[config.mk]
export PLATFORM = sky130hd
export DESIGN_NAME = sw_x_loader
export DESIGN_NICKNAME = d
export VERILOG_FILES = /design/src/rtl/sw_x_loader.sv
export SDC_FILE = /design/constraint.sdc
export NUM_CORES = 1
export LEC_CHECK = 0
export BUFFER_PORTS_ARGS = -buffer_cell sky130_fd_sc_hd__buf_2
export CAP_MARGIN = 20
export CORE_ASPECT_RATIO = 0.8
export CORE_UTILIZATION = 40
export DETAILED_ROUTE_END_ITERATION = 10
export GPL_ROUTABILITY_DRIVEN = 0
export MAX_ROUTING_LAYER = met4
export PLACE_DENSITY = 0.58
export SKIP_LAST_GASP = 1
export SLEW_MARGIN = 20
export SYNTH_ARGS = -nofsm -noshare
export SYNTH_HDL_FRONTEND = slang
export SYNTH_SLANG_ARGS = --single-unit
[constraint.sdc]
create_clock -name clk -period 2.05 [get_ports clk]
set_input_delay 0.205 -clock clk [delete_from_list [all_inputs] [get_ports clk]]
set_output_delay 0.205 -clock clk [all_outputs]
set_load 0.02 [all_outputs]
[src/rtl/sw_x_loader.sv]
// Double-buffered loader for the Smith-Waterman reference sequence X.
// A shadow bank fills from the host stream; it is copied to the live bank only while lock is low.
module sw_x_loader #(
    parameter int SEQ_DEPTH = 50
) (
    input  logic                   clk,
    input  logic                   rst_n,
    input  logic [31:0]            wr_data,
    input  logic                   wr_en,
    output logic                   wr_full,
    input  logic                   stream_open,
    input  logic                   lock,
    output logic [2*SEQ_DEPTH-1:0] seq_x,
    output logic                   x_valid,
    output logic [7:0]             x_gen,
    output logic                   load_err
);

    localparam int WORDS = (SEQ_DEPTH + 15) / 16;
    localparam int CW    = (WORDS > 1) ? $clog2(WORDS) : 1;
    localparam int XW    = 2 * SEQ_DEPTH;
    localparam logic [CW-1:0] LAST = CW'(WORDS - 1);

    typedef enum logic [1:0] {
        IDLE,
        LOAD,
        COMMIT,
        READY
    } state_t;

    state_t          state_q, state_d;
    logic [CW-1:0]   cnt_q, cnt_d;
    logic            open_q, open_d;
    logic            rise_q, rise_d;
    logic [XW-1:0]   shadow_q, shadow_d;
    logic [XW-1:0]   seq_q, seq_d;
    logic            valid_q, valid_d;
    logic [7:0]      gen_q, gen_d;
    logic            err_q, err_d;
    int              idx;

    assign wr_full  = (state_q == IDLE) || (state_q == COMMIT);
    assign seq_x    = seq_q;
    assign x_valid  = valid_q;
    assign x_gen    = gen_q;
    assign load_err = err_q;

    always_comb begin
        state_d  = state_q;
        cnt_d    = cnt_q;
        shadow_d = shadow_q;
        seq_d    = seq_q;
        valid_d  = valid_q;
        gen_d    = gen_q;
        err_d    = err_q;
        idx      = 0;
        // Edge detect is registered so the FSM acts one cycle after the open.
        open_d   = stream_open;
        rise_d   = stream_open && !open_q;

        unique case (state_q)
            IDLE: begin
                if (rise_q) begin
                    shadow_d = '0;
                    cnt_d    = '0;
                    err_d    = 1'b0;
                    state_d  = LOAD;
                end
            end
            LOAD: begin
                if (wr_en) begin
                    for (int k = 0; k < 16; k++) begin
                        idx = 16 * int'(cnt_q) + k;
                        if (idx < SEQ_DEPTH) begin
                            shadow_d[2*idx +: 2] = wr_data[2*k +: 2];
                        end
                    end
                    cnt_d = cnt_q + CW'(1);
                end
                // A final word in the closing cycle still completes the load.
                if (wr_en && (cnt_q == LAST)) begin
                    state_d = COMMIT;
                end else if (!stream_open) begin
                    err_d   = 1'b1;
                    state_d = IDLE;
                end
            end
            COMMIT: begin
                if (!lock) begin
                    seq_d   = shadow_q;
                    valid_d = 1'b1;
                    gen_d   = gen_q + 8'd1;
                    state_d = READY;
                end
            end
            READY: begin
                if (wr_en) begin
                    err_d = 1'b1;
                end
                if (!stream_open) begin
                    state_d = IDLE;
                end
            end
            default: state_d = IDLE;
        endcase
    end

    always_ff @(posedge clk) begin
        if (!rst_n) begin
            state_q  <= IDLE;
            cnt_q    <= '0;
            open_q   <= 1'b0;
            rise_q   <= 1'b0;
            shadow_q <= '0;
            seq_q    <= '0;
            valid_q  <= 1'b0;
            gen_q    <= 8'd0;
            err_q    <= 1'b0;
        end else begin
            state_q  <= state_d;
            cnt_q    <= cnt_d;
            open_q   <= open_d;
            rise_q   <= rise_d;
            shadow_q <= shadow_d;
            seq_q    <= seq_d;
            valid_q  <= valid_d;
            gen_q    <= gen_d;
            err_q    <= err_d;
        end
    end

endmodule

# After elaboration in Yosys (flattened, before gate mapping)
# Cells that the tools add are included.
# totals
register_bits	216
out_inout_bits	111
# classes
n_mux	78
addsub	33
order_cmp	16
shifts	32
bitwise_logic	1
reduce_logical	11
eq_ne	10
# ops
op	n
$mux W100	48
$bwmux W100	16
$shift A2 B33 Y100 const A	16
$shiftx A2 B33 Y100	16
$neg A8 Y33	15
$pmux W100 S2	1
$lt A7 B6 Y1 const B	15
$add A6 B4 Y7 const B	8
$neg A7 Y33	1
$add A6 B3 Y7 const B	4
$add A6 B2 Y7 const B	2
$mux W2	6
$ne A2 B2 Y1 const B	6
$add A8 B1 Y8 const B	1
$pmux W2 S4	1
$add A6 B1 Y7 const B	1
$eq A2 B2 Y1 const B	3
$lt A6 B6 Y1 const B	1
$reduce_and A5 Y1	1
$mux W1	4
$pmux W2 S2	1
$reduce_and A2 Y1	2
$pmux W1 S3	1
$reduce_and A3 Y1	1
9 further kinds	10

# Logic depth before layout (Yosys ltp)
# depth
depth_word	66
depth_mapped	9

# Least setup slack after synthesis
# Ideal clock, no wire load.
# synth_path
kind	register -> register
start	register state_q[0]
end	register shadow_q[20]
path_stages_with_launch	8
arrival_ns	1.638
path_slack_ns	0.284
setup_ns	0.127
period_less_slack_ns	1.766
path_buffers	2
path_cell_list	dfxtp_1 -> inv_1 -> ha_1 -> mux2i_1 -> a21o_1 -> buf_4 -> buf_2 -> o31ai_1
# synth_between
elab_chain_len	3
elab_cells_between_ends	7
classes_between	eq/ne: 3; mux: 1; reduce/logical: 3
# synth_rtl
item	line_no	text
start: declaration	31	state_t state_q, state_d;
start signal: assignment	120	state_q <= state_d;
$eq A2 B1 Y1 or $logic_not A2 Y1 (tied branches)	61	unique case (state_q)
$ne A2 B2 Y1 (no source line) or $reduce_bool A2 Y1 (tied branches)	n/a	
$reduce_and A3 Y1 (no source line)	n/a	
end signal: assignment	124	shadow_q <= shadow_d;
end: declaration	35	logic [XW-1:0] shadow_q, shadow_d;
# Several ways; a longest one is shown, not always the timed one.
# A chain may end at the register's enable or synchronous reset.

# Worst setup path in the final report
# layout_path
start	register state_q[0]
end	output port wr_full
# layout_between
elab_chain_len	2
elab_cells_between_ends	3
classes_between	eq/ne: 1; reduce/logical: 2
# layout_rtl
item	line_no	text
$eq A2 B2 Y1 or $logic_not A2 Y1 (tied branches)	42	assign wr_full = (state_q == IDLE) || (state_q == COMMIT);
$logic_or A1 B1 Y1 (*)	42	
end: declaration	10	output logic wr_full,
# Mark *: on every way between the ends. The rest lies on a longest branch, timed or not.

==> flow_summary.json <==
{
  "dr.max_layer_used": "met4",
  "path_cells": "inv_1 > ha_1 > or2_2 > buf_2",
  "crit_cells": 4,
  "dieArea_sq_um": 21600,
  "p_leak_nw": 3.96,
  "grt_remaining_overflow": 0,
  "detail_route.wirelength_mm": 21.2,
  "critical-path-max-stage-delay_ps": 360,
  "reg2reg_to": "shadow_q[45]",
  "slew_viol_final": 0,
  "wl_met3_mm": 1.04,
  "cts_tree": "done",
  "r2r-start": "cnt_q[0]",
  "status": "complete, no violations",
  "max_cap_viol_count": 0,
  "fin_crit_sh_pct": 93.5,
  "fin_worst_skew_ps": 8.44,
  "fmax_mhz": 522,
  "clk_latency_ps": 510,
  "crit_family": "flip-flops",
  "clk_pin_slew_ps": 60,
  "io-pin-count": 148,
  "grt_usage_pct": 20.0,
  "numCtsBuffers": 23,
  "dpl.cell_count": 1301,
  "ff2ff_path_depth": 5,
  "cts.sinks": 216,
  "drt_iter0_drc": 459,
  "core_sq_um": 20200,
  "worstPathArrival_ps": 1710,
  "chipHeight_microns": 132,
  "grt_pass1_vias": 6291,
  "ys.warnings.count": 0,
  "register_area_sq_um": 4330,
  "synth_cell_types": 37,
  "relSlewSlack_pct": 69.8,
  "ir_drop_mv": 0.552,
  "crit_end": "wr_full",
  "drive_gt1_share_pct": 20.4,
  "ys_ff_latch": 216,
  "start_kind": "flip-flop",
  "worst_pin_slew_ps": 452,
  "synthToLayoutAreaGrowth_pct": 22.3,
  "vias": 6896,
  "dr.pass1.iters": 4,
  "initial_core_util_pct": 41.5,
  "io_buffers": 147,
  "fin_util_pct": 50.8,
  "drtAntennaViolNets": 0,
  "routedWlPerCell_microns": 15.8,
  "setup_violations": 0,
  "end_kind": "output pin",
  "wl_met2_mm": 8.49,
  "hold_viol": 0,
  "layout.cells.non_filler": 1345,
  "die_w_microns": 164,
  "min_period_ps": 1920,
  "cp-startpoint": "state_q[0]",
  "diodes": 0,
  "drc": 0,
  "syn-num-nets": 991,
  "path_class": "reg2out",
  "slowest_stage": "dfxtp_2",
  "fillers": 1960,
  "viasPerCell": 5.13,
  "multi_input_area_sq_um": 3710,
  "grt_pass1_wl_mm": 34.1,
  "rsz0062_at_grt": "no",
  "wirelength_met1_mm": 11.4,
  "path_max_fanout": 5,
  "power.density_nw_per_um2": 882,
  "path_buf_inv": 2,
  "cts-root-buf": "clkbuf_16",
  "avgSynthCellArea_sq_um": 8.90,
  "syn_area_sq_um": 8390,
  "hold_class": "in2reg",
  "antenna_found_initial": 0,
  "cts_setup_buffers": 0,
  "clk_path_buf_depth": 3,
  "h-tree-depth": 1,
  "cp.required_ps": 1850,
  "reg2reg_slack_ps": 190,
  "hold_depth": 3,
  "final_nets": 1114,
  "hpwl_mm": 14.1,
  "ys_seq_area_share_pct": 51.5,
  "tns_ps": 0,
  "grt_max_degree": 57,
  "row_count": 46,
  "syn_inst": 943
}
## worst min-delay path by stage
stage | startpoint | slack, ps | to
2_1_floorplan | stream_open | 340 | open_q
3_3_place_gp | open_q | 370 | rise_q
3_5_place_dp | open_q | 380 | rise_q
4_1_cts | wr_data[10] | 7 | shadow_q[74]
5_1_grt | stream_open | 20 | state_q[0]
6_report | wr_data[10] | 30 | shadow_q[74]
## metal layers
metal  vias up  track usage, %
met2       166            27.0
met5         -               -
met1      3193            31.0
met4         0            3.65
met3        26            3.06
li1       3511               -
## synthesized netlist by cell type
library cell	instances	area share [%]
a21boi_0	104	9.3
a21o_1	4	0.36
a21oi_1	10	0.60
a221oi_1	1	0.10
a31oi_1	1	0.075
and2_1	9	0.67
and3_1	5	0.37
and4_1	4	0.42
and4b_1	2	0.24
buf_1	5	0.22
buf_2	21	1.3
buf_4	11	0.98
clkbuf_1	41	1.8
dfxtp_1	216	52
ha_1	11	1.6
inv_1	8	0.36
mux2i_1	13	1.6
nand2_1	247	11
nand2b_1	3	0.22
nand3_1	88	5.2
nand3_2	1	0.12
nand3b_1	4	0.36
nand4_1	7	0.52
nand4b_1	1	0.10
nor2_1	3	0.13
nor2b_1	18	1.3
nor3_2	1	0.12
nor3b_1	1	0.089
o211ai_1	1	0.089
o21a_1	2	0.18
o21ai_0	2	0.12
o22ai_1	4	0.30
o31ai_1	84	7.5
o41ai_1	1	0.10
or2_2	1	0.075
or3_1	1	0.075
xnor2_1	7	0.73
## worst register-to-register path, stage by stage, from the launching register on
cell and delay, ps:
dfxtp_1 570, ha_1 300, nor2b_1 240, nand4b_1 120, buf_4 270, o31ai_1 270
## final cells by class
type / count / share of cell area (%)
Clock buffer: 30 / 6.25
Clock inverter: 10 / 1.16
Inverter: 8 / 0.293
Multi-Input combinational cell: 641 / 36.2
Sequential cell: 216 / 42.1
Tap cell: 264 / 3.22
Timing Repair Buffer: 176 / 10.8
## state kept, by name, summed over array words and instances (netlist names)
signal and flops:
shadow_q 100, open_q 1, state_q 2, x_gen 8, cnt_q 2, load_err 1, rise_q 1, seq_x 100
x_valid 1
## layout by cell type (no fill, tap or decap), types with 9 or more instances in the layout
master     netlist  layout
clkbuf_16        0      23
nor2b_1         18      17
a21boi_0       104     104
buf_4           11      14
o31ai_1         84      84
nand2_1        247     247
and2_1           9       9
a21oi_1         10      10
ha_1            11      10
mux2i_1         13      12
buf_12           0      11
nand3_1         88      88
buf_2           21     146
dfxtp_1        216     215
## cell families (layout without fill, tap and decap cells)
kind of cell | after synthesis | in the layout | synth area share [%]
XOR/XNOR | 7 | 7 | 0.731
flip-flops | 216 | 216 | 51.5
adder cells (fa/ha/maj) | 11 | 11 | 1.64
multiplexers | 13 | 13 | 1.55
buffers and inverters | 86 | 224 | 4.65
AND/OR/NAND/NOR | 396 | 396 | 21.2
AO/OA/AOI/OAI | 214 | 214 | 18.7
## power by group
part | switching, mW | internal, mW
sequential | 0.0238 | 4.23
combinational | 0.438 | 0.221
clock | 1.68 | 2.47
total | 2.14 | 6.92
## stage by stage
stage	power, mW	area (sq um)	hold slack [ps]	worst slack, ps
2_1_floorplan	4.79	8390	341	284
3_3_place_gp	4.99	9450	370	82.3
3_5_place_dp	4.99	9450	378	-19.3
4_1_cts	9.15	10300	7.17	44.1
5_1_grt	9.39	10300	18.9	7.74
6_report	9.06	10300	25.6	134
## what timing repair did
| action | in CTS | in global routing |
|---|---|---|
| hold buffers | 4 | 0 |
| endpoints found under the setup margin | 6 | 41 |
| endpoints found under the hold margin | 4 | 0 |
| gates resized for setup | 1 | 3 |
No activity file was read; power rests on OpenSTA's default activity.
